## src/rtl/ascon_io_pkg.sv

```systemverilog
// Shared types and sizing helpers for the Ascon stream shell.
package ascon_io_pkg;

  typedef enum logic [2:0] {
    StIdle,
    StLoad,
    StLoaded,
    StRun,
    StUnload
  } shell_state_e;

  localparam logic ModeEnc = 1'b0;
  localparam logic ModeDec = 1'b1;

  function automatic int unsigned ceil_div(input int unsigned a, input int unsigned b);
    return (a + b - 1) / b;
  endfunction

  function automatic int unsigned max3(input int unsigned a, input int unsigned b,
                                       input int unsigned c);
    int unsigned m;
    m = (a > b) ? a : b;
    return (m > c) ? m : c;
  endfunction

endpackage

```

## src/rtl/lane_shift_reg.sv

```systemverilog
// MSB-first lane shift register with parallel capture; exposes its top TAPW bits.
module lane_shift_reg #(
  parameter int unsigned WIDTH = 128,
  parameter int unsigned DW    = 8,
  parameter int unsigned TAPW  = 8
) (
  input  logic             clk,
  input  logic             rst,
  input  logic             load_en,
  input  logic [WIDTH-1:0] load_val,
  input  logic             shift_en,
  input  logic [DW-1:0]    lane_in,
  output logic [TAPW-1:0]  tap
);

  logic [WIDTH-1:0] sr_q, sr_d;

  // Parallel capture wins over a shift in the same cycle.
  always_comb begin
    sr_d = sr_q;
    if (load_en) begin
      sr_d = load_val;
    end else if (shift_en) begin
      sr_d = (sr_q << DW) | WIDTH'(lane_in);
    end
  end

  always_ff @(posedge clk) begin
    if (rst) begin
      sr_q <= '0;
    end else begin
      sr_q <= sr_d;
    end
  end

  assign tap = sr_q[WIDTH-1 -: TAPW];

endmodule

```

## src/rtl/ascon_stream_shell.sv

```systemverilog
// Lane-wide load/launch/unload shell around an Ascon core with valid/ready handshakes.
module ascon_stream_shell
  import ascon_io_pkg::*;
#(
  parameter int unsigned K  = 128,
  parameter int unsigned L  = 40,
  parameter int unsigned Y  = 96,
  parameter int unsigned DW = 8
) (
  input  logic          clk,
  input  logic          rst,
  input  logic          in_valid,
  output logic          in_ready,
  input  logic [DW-1:0] key_lane,
  input  logic [DW-1:0] nonce_lane,
  input  logic [DW-1:0] ad_lane,
  input  logic [DW-1:0] data_lane,
  input  logic          start,
  input  logic          mode,
  output logic          busy,
  output logic [K-1:0]  core_key,
  output logic [127:0]  core_nonce,
  output logic [L-1:0]  core_ad,
  output logic [Y-1:0]  core_data,
  output logic          core_enc_start,
  output logic          core_dec_start,
  input  logic          core_ready,
  input  logic [Y-1:0]  core_result,
  input  logic [127:0]  core_tag,
  input  logic          core_auth,
  output logic          out_valid,
  input  logic          out_ready,
  output logic [DW-1:0] out_data,
  output logic [DW-1:0] out_tag,
  output logic          out_last,
  output logic          auth_ok
);

  localparam int unsigned NIN  = ceil_div(max3((K > 128) ? K : 128, L, Y), DW);
  localparam int unsigned NOUT = ceil_div((Y > 128) ? Y : 128, DW);
  localparam int unsigned FW   = NIN * DW;
  localparam int unsigned OW   = NOUT * DW;
  localparam int unsigned CW   = $clog2(NIN) + 1;

  shell_state_e  state_q, state_d;
  logic [CW-1:0] in_cnt_q, in_cnt_d;
  logic [CW-1:0] out_cnt_q, out_cnt_d;
  logic          mode_q, mode_d;
  logic          busy_q, busy_d;
  logic          auth_ok_q, auth_ok_d;
  logic          enc_pulse_q, enc_pulse_d;
  logic          dec_pulse_q, dec_pulse_d;
  logic          core_ready_q;
  logic          capture;
  logic          in_fire;
  logic          out_fire;

  always_comb begin
    state_d     = state_q;
    in_cnt_d    = in_cnt_q;
    out_cnt_d   = out_cnt_q;
    mode_d      = mode_q;
    busy_d      = busy_q;
    auth_ok_d   = auth_ok_q;
    enc_pulse_d = 1'b0;
    dec_pulse_d = 1'b0;
    capture     = 1'b0;
    in_ready    = 1'b0;
    out_valid   = 1'b0;
    out_last    = 1'b0;
    unique case (state_q)
      StIdle, StLoad: begin
        in_ready = 1'b1;
        if (in_valid) begin
          if (in_cnt_q == CW'(NIN - 1)) begin
            in_cnt_d = '0;
            state_d  = StLoaded;
          end else begin
            in_cnt_d = in_cnt_q + CW'(1);
            state_d  = StLoad;
          end
        end
      end
      StLoaded: begin
        if (start) begin
          mode_d      = mode;
          busy_d      = 1'b1;
          auth_ok_d   = 1'b0;
          enc_pulse_d = (mode == ModeEnc);
          dec_pulse_d = (mode == ModeDec);
          state_d     = StRun;
        end
      end
      StRun: begin
        // Only a fresh rising edge counts; a level left high from a prior run is ignored.
        if (core_ready && !core_ready_q) begin
          capture   = 1'b1;
          auth_ok_d = (mode_q == ModeDec) && core_auth;
          out_cnt_d = '0;
          state_d   = StUnload;
        end
      end
      StUnload: begin
        out_valid = 1'b1;
        out_last  = (out_cnt_q == CW'(NOUT - 1));
        if (out_ready) begin
          if (out_last) begin
            out_cnt_d = '0;
            busy_d    = 1'b0;
            state_d   = StIdle;
          end else begin
            out_cnt_d = out_cnt_q + CW'(1);
          end
        end
      end
      default: state_d = StIdle;
    endcase
  end

  assign in_fire  = in_valid && in_ready;
  assign out_fire = out_valid && out_ready;

  always_ff @(posedge clk) begin
    if (rst) begin
      state_q      <= StIdle;
      in_cnt_q     <= '0;
      out_cnt_q    <= '0;
      mode_q       <= 1'b0;
      busy_q       <= 1'b0;
      auth_ok_q    <= 1'b0;
      enc_pulse_q  <= 1'b0;
      dec_pulse_q  <= 1'b0;
      core_ready_q <= 1'b0;
    end else begin
      state_q      <= state_d;
      in_cnt_q     <= in_cnt_d;
      out_cnt_q    <= out_cnt_d;
      mode_q       <= mode_d;
      busy_q       <= busy_d;
      auth_ok_q    <= auth_ok_d;
      enc_pulse_q  <= enc_pulse_d;
      dec_pulse_q  <= dec_pulse_d;
      core_ready_q <= core_ready;
    end
  end

  assign busy           = busy_q;
  assign auth_ok        = auth_ok_q;
  assign core_enc_start = enc_pulse_q;
  assign core_dec_start = dec_pulse_q;

  lane_shift_reg #(.WIDTH(FW), .DW(DW), .TAPW(K)) u_key_sr (
    .clk      (clk),
    .rst      (rst),
    .load_en  (1'b0),
    .load_val ('0),
    .shift_en (in_fire),
    .lane_in  (key_lane),
    .tap      (core_key)
  );

  lane_shift_reg #(.WIDTH(FW), .DW(DW), .TAPW(128)) u_nonce_sr (
    .clk      (clk),
    .rst      (rst),
    .load_en  (1'b0),
    .load_val ('0),
    .shift_en (in_fire),
    .lane_in  (nonce_lane),
    .tap      (core_nonce)
  );

  lane_shift_reg #(.WIDTH(FW), .DW(DW), .TAPW(L)) u_ad_sr (
    .clk      (clk),
    .rst      (rst),
    .load_en  (1'b0),
    .load_val ('0),
    .shift_en (in_fire),
    .lane_in  (ad_lane),
    .tap      (core_ad)
  );

  lane_shift_reg #(.WIDTH(FW), .DW(DW), .TAPW(Y)) u_data_sr (
    .clk      (clk),
    .rst      (rst),
    .load_en  (1'b0),
    .load_val ('0),
    .shift_en (in_fire),
    .lane_in  (data_lane),
    .tap      (core_data)
  );

  // Results are left-aligned so the first beat carries the MSBs; the tail is zero fill.
  lane_shift_reg #(.WIDTH(OW), .DW(DW), .TAPW(DW)) u_res_sr (
    .clk      (clk),
    .rst      (rst),
    .load_en  (capture),
    .load_val (OW'(core_result) << (OW - Y)),
    .shift_en (out_fire),
    .lane_in  ('0),
    .tap      (out_data)
  );

  lane_shift_reg #(.WIDTH(OW), .DW(DW), .TAPW(DW)) u_tag_sr (
    .clk      (clk),
    .rst      (rst),
    .load_en  (capture),
    .load_val (OW'(core_tag) << (OW - 128)),
    .shift_en (out_fire),
    .lane_in  ('0),
    .tap      (out_tag)
  );

endmodule
```

## config.mk

```make
export PLATFORM = sky130hd
export DESIGN_NAME = ascon_stream_shell
export DESIGN_NICKNAME = d
export VERILOG_FILES = /design/src/rtl/ascon_io_pkg.sv /design/src/rtl/lane_shift_reg.sv /design/src/rtl/ascon_stream_shell.sv
export SDC_FILE = /design/constraint.sdc
export NUM_CORES = 2
export LEC_CHECK = 0
export ABC_AREA = 1
export ABC_CLOCK_PERIOD_IN_PS = 1950
export CORE_AREA = 3 3 262 264
export DETAILED_ROUTE_END_ITERATION = 6
export DIE_AREA = 0 0 265 267
export PLACE_DENSITY = 0.76
export SKIP_CTS_REPAIR_TIMING = 1
export SYNTH_ARGS = -nofsm -noshare
export SYNTH_HDL_FRONTEND = slang
export SYNTH_SLANG_ARGS = --single-unit
```

## constraint.sdc

```tcl
create_clock -name clk -period 1.95 [get_ports clk]
set_input_delay 0.2925 -clock clk [delete_from_list [all_inputs] [get_ports clk]]
set_output_delay 0.2925 -clock clk [all_outputs]
set_load 0.1 [all_outputs]
```

== Yosys cells after proc, flatten, opt, wreduce, memory -nomap -nowiden ==
Index checks and enable logic that the tools add are counted.
Word-level totals
  register bits after elaboration: 755
  bits of input ports: 264
  output and inout bits: 415
  logic and storage cells: 81
Operators by class
  add/subtract/negate cells: 2
  eq/ne operators: 11
  muxes and demuxes: 28
  bitwise gates (word level): 7
  reductions and logical operators: 18
Operator list (number)
  2-to-1 mux 128 bit: 4
  OR 128 x 8 -> 128 bit: 4
  2-to-1 mux 5 bit: 4
  2-to-1 mux 3 bit: 5
  one-hot mux 3 bit (4 select lines): 1
  adder 5 x 1 -> 5 bit (second input constant): 2
  == test 5 x 4 -> 1 bit (second input constant): 2
  2-to-1 mux 1 bit: 10
  inequality test 2 bit (second input constant): 5
  one-hot mux 5 bit (2 select lines): 1
  nonzero test 2 bit: 4
  == test 3 x 2 -> 1 bit (second input constant): 2
  AND reduction 3 bit: 2
  AND reduction 5 bit: 1
  logical AND 1 bit: 4
  one-hot mux 1 bit (2 select lines): 2
  AND reduction 2 bit: 2
  AND reduction 4 bit: 1
  == test 3 x 1 -> 1 bit (second input constant): 1
  == test 3 bit (second input constant): 1
  logical NOT 3 bit: 1
  inverter 1 bit: 3
  OR reduction 3 bit: 1
  2-to-1 mux 2 bit: 1
  other kinds (2): 2

== Logic depth before layout (Yosys ltp) ==
  word-level depth: 5
  depth in mapped cells: 10
  mapped depth without buffers: 9

== Modules after synthesis ==
A second synthesis with hierarchy kept.
Unflattened totals
  cells, all modules: 6127
  area total of the unflattened synthesis: 39150.0 µm²
By module, submodules not included
  lane_shift_reg at u_res_sr ...: instances 2, cells an instance 980, area an instance 6229.7 µm², sequential area each 2562.5 µm²
  lane_shift_reg at u_key_sr ...: instances 2, cells an instance 972, area an instance 6169.7 µm², sequential area each 2562.5 µm²
  lane_shift_reg at u_data_sr: instances 1, cells an instance 1068, area an instance 6890.4 µm², sequential area each 2562.5 µm²
  lane_shift_reg at u_ad_sr: instances 1, cells an instance 1012, area an instance 6470.0 µm², sequential area each 2562.5 µm²
  ascon_stream_shell: instances 1, cells an instance 143, area an instance 991.0 µm², sequential area each 380.4 µm²

== Least setup slack after synthesis ==
No wires, ideal clock.
  kind: register to register
  start: reg state_q[2]
  end: reg state_q[2]
  library setup time: 64 ps
  arrival: 2269 ps
  required time: 1886 ps
  setup slack: -383 ps
  cell stages (with the launch flop): 6
  path buffers: 0
  period minus slack after synthesis: 2333 ps
  cell sequence: dfxtp_1 nor2_1 a21oi_1 nand3_1 nand2_1 nor2_1
On the way
  word-level cells in the longest chain between the ends: 4
  elaborated cells between the ends (all ways): 13
  classes of those cells: eq/ne: 9; mux: 1; reduce/logical: 3
Ends and longest elaborated chain
  start: declaration: line ascon_stream_shell.sv:45  | shell_state_e state_q, state_d;
  start signal: assignment: line ascon_stream_shell.sv:125  | state_q <= StIdle;
  start signal: assignment: line ascon_stream_shell.sv:135  | state_q <= state_d;
  == test 3 x 1 -> 1 bit or logical NOT 3 bit (tied branches): line ascon_stream_shell.sv:71  | unique case (state_q)
  OR reduction 2 bit: line ascon_stream_shell.sv:71
  inequality test 2 bit (no source line)
  AND reduction 5 bit (no source line)
Several ways; a longest one is shown, not always the timed one.
A chain may end at the register's enable or synchronous reset.

== Worst setup path after layout ==
  start: reg out_cnt_q[1]
  end: out out_last
On the way
  word-level cells in the longest chain between the ends: 2
Ends and longest elaborated chain
  start: declaration: line ascon_stream_shell.sv:47  | logic [CW-1:0] out_cnt_q, out_cnt_d;
  start signal: assignment: line ascon_stream_shell.sv:137  | out_cnt_q <= out_cnt_d;
  == test 5 x 4 -> 1 bit: line ascon_stream_shell.sv:105  | out_last = (out_cnt_q == CW'(NOUT - 1));
  2-to-1 mux 1 bit: line ascon_stream_shell.sv:71
  end: declaration: line ascon_stream_shell.sv:35  | output logic out_last,
No other way between the ends.

==> results_dict.tcl <==
set metrics [dict create \
    grt.total_usage_pct 24.9 \
    cp.arrival_ps 1720 \
    critPathMaxStageDelay_ps 370 \
    relSlewSlack_pct 70.9 \
    worst-path-max-fanout 3 \
    leakagePower_nw 18.2 \
    synth-seq-area-share_pct 50.2 \
    rsz0062_at_grt "true" \
    start_util_pct 45.1 \
    vias 28500 \
    tightestPinTransition_ps 437 \
    ys_warn_count 0 \
    place.gp.congestion 0.866 \
    ir_drop_uv 1460 \
    cts_buffer_depth 3 \
    final_common_cell "nor2_1" \
    viasPerCell 5.14 \
    io_buffers 678 \
    cts_buffers 80 \
    drt_iter0_drc 2286 \
    cts.sinks 755 \
    routed_wirelength_um 93300 \
    synth_nets 4436 \
    finalCriticalPeriod_ps 2010 \
    slowest_stage "dfxtp_4" \
    max_freq_mhz 497 \
    final_cell_mix "nor2_1, dfxtp_1, o21ai_0" \
    antenna_found_initial 7 \
    path_buf_inv 2 \
    final_nets 4871 \
    ios 679 \
    ys_types 29 \
    violations "design-rule violations, negative setup slack" \
    wl_per_cell_um 16.8 \
    slew_violations 0 \
    fp.dieArea_mm2 0.0708 \
    netlist_area_mm2 0.0301 \
    cts_max_level 3 \
    core-area_mm2 0.0668 \
    place_inst 5388 \
    crit_required_ps 1660 \
    hold_class "input pin to flop" \
    grt_max_degree 96 \
    synth-seq-cells 755 \
    final_antenna_net_count 0 \
    root_buffer "clkbuf_16" \
    cap_viol_max_count 0 \
    place_area_mm2 0.0361 \
    power_density_mw_per_mm2 1950 \
    crit_path_end_kind "output port" \
    dpl.hpwl_um 64400 \
    chipHeight_um 267 \
    fin_skew_ps 33.6 \
    cts_tree "done" \
    finalSetupViolCount 1 \
    critPathKind "flop to output port" \
    grt_overflow 0 \
    drt_pre_antenna_iters 7 \
    rows 95 \
    drc_errors 13 \
    worst_slack_ps -61.7 \
    area_growth_pct 29.4 \
    worstSetupStartpointType "flop" \
    fin_crit_sh_pct 103 \
    syn_avg_cell_area_um2 7.23 \
    final_area_mm2 0.0390 \
    grt_pass1_wl_um 144000 \
    final_cells 5547 \
    finalHoldViolCount 0 \
    final_util_pct 58.4 \
    cp_cell_sequence "ha_4 -> nand3_2 -> nor2_2 -> nand2_2 -> clkinvlp_4 -> buf_12" \
    syn_inst 4170 \
    path_delay_family "flip-flops" \
    status "finished with violations" \
    die_w_um 265 \
    clock_latency_ps 630 \
    clk_pin_slew_ps 60 \
    drive_gt1_share_pct 15.3 \
    grt_pass1_vias 26500 \
]
[final cells by class]
cell class                      count  area (um2)
Sequential cell                   755       15100
Timing Repair Buffer              821        7530
Tap cell                          873        1090
Clock inverter                     31         413
Inverter                           17        95.1
Fill cell                        6075       27800
Antenna cell                        5        12.5
Multi-Input combinational cell   2930       12400
Clock buffer                      115        2330
[routing by layer]
metal  vias to the layer above  global-route usage, %  wire, um
met4                         2                   10.8      3450
li1                      14100                      -         -
met1                     13200                   31.9     39500
met2                       984                   40.6     43900
met5                         -                      0        11
met3                       207                   5.41      6520
[synthesized netlist by cell type, drive strengths merged]
| library cell | instances | area, um2 |
|---|---|---|
| nor2 | 1470 | 5530 |
| dfxtp | 755 | 15100 |
| o21ai | 726 | 3630 |
| nand2 | 457 | 1730 |
| buf | 321 | 2080 |
| nand3 | 238 | 1200 |
| clkbuf | 147 | 553 |
| a21oi | 26 | 130 |
| inv | 17 | 68.8 |
| nor3 | 5 | 25.0 |
| ha | 2 | 25.0 |
| a31o | 1 | 8.76 |
| nand3b | 1 | 7.51 |
| nand4 | 1 | 6.26 |
| o22ai | 1 | 6.26 |
| or2 | 1 | 6.26 |
| xnor2 | 1 | 8.76 |
[cells by family (layout without fill, tap and decap cells)]
kind of cell | after synthesis | count (layout) | share of synthesized area, %
compound gates | 754 | 754 | 12.5
simple gates | 2173 | 2173 | 28.2
fa+ha+maj | 2 | 2 | 0.0830
buf+inv | 485 | 984 | 8.96
flops | 755 | 755 | 50.2
xor+xnor | 1 | 1 | 0.0291
other cells | 0 | 5 | 0
[tightest hold or removal path: cells and delay by family]
| family | cells | cell delay, ps |
|---|---|---|
| simple gates | 2 | 150 |
| buf+inv | 1 | 400 |
[power by group]
| group | leakage, nW | total [W] | internal, W | switching, W |
|---|---|---|---|---|
| Combinational | 10.7 | 0.0373 | 0.00878 | 0.0286 |
| Clock | 1.36 | 0.0157 | 0.00923 | 0.00649 |
| Sequential | 6.20 | 0.0228 | 0.0197 | 0.00309 |
[path summary, 6_finish.rpt]
path                              startpoint           endpoint  slack [ps]  cells after the start
worst min register to register   in_cnt_q[4]        in_cnt_q[4]         460                      2
worst min-delay path              ad_lane[2]    u_ad_sr.sr_q[2]         250                      3
worst max register to register    state_q[1]  u_tag_sr.sr_q[62]         160                      9
worst max-delay path            out_cnt_q[1]           out_last         -60                      6
[registers in the layout, summed over array words and instances, names as in the netlist]
signal and count:
u_key_sr.tap 128, core_enc_start 1, in_cnt_q 5, state_q 3, busy 1, u_tag_sr.sr_q 128
u_data_sr.sr_q 128, core_ready_q 1, out_cnt_q 5, mode_q 1, u_res_sr.sr_q 96, u_ad_sr.sr_q 128
u_nonce_sr.tap 128, auth_ok 1, core_dec_start 1
[through the flow]
step	total power, W	hold slack [ps]	setup slack [ps]	setup TNS [ps]
detailed placement	0.0601	444	-90.9	-1580
finish	0.0759	249	-61.7	-61.7
floorplan	0.0516	365	-17.8	-1150
global placement	0.0598	441	-85.9	-661
global route	0.0796	233	-143	-143
CTS	0.0760	203	-302	-355
Note: power is estimated with default switching activity, not from simulation.
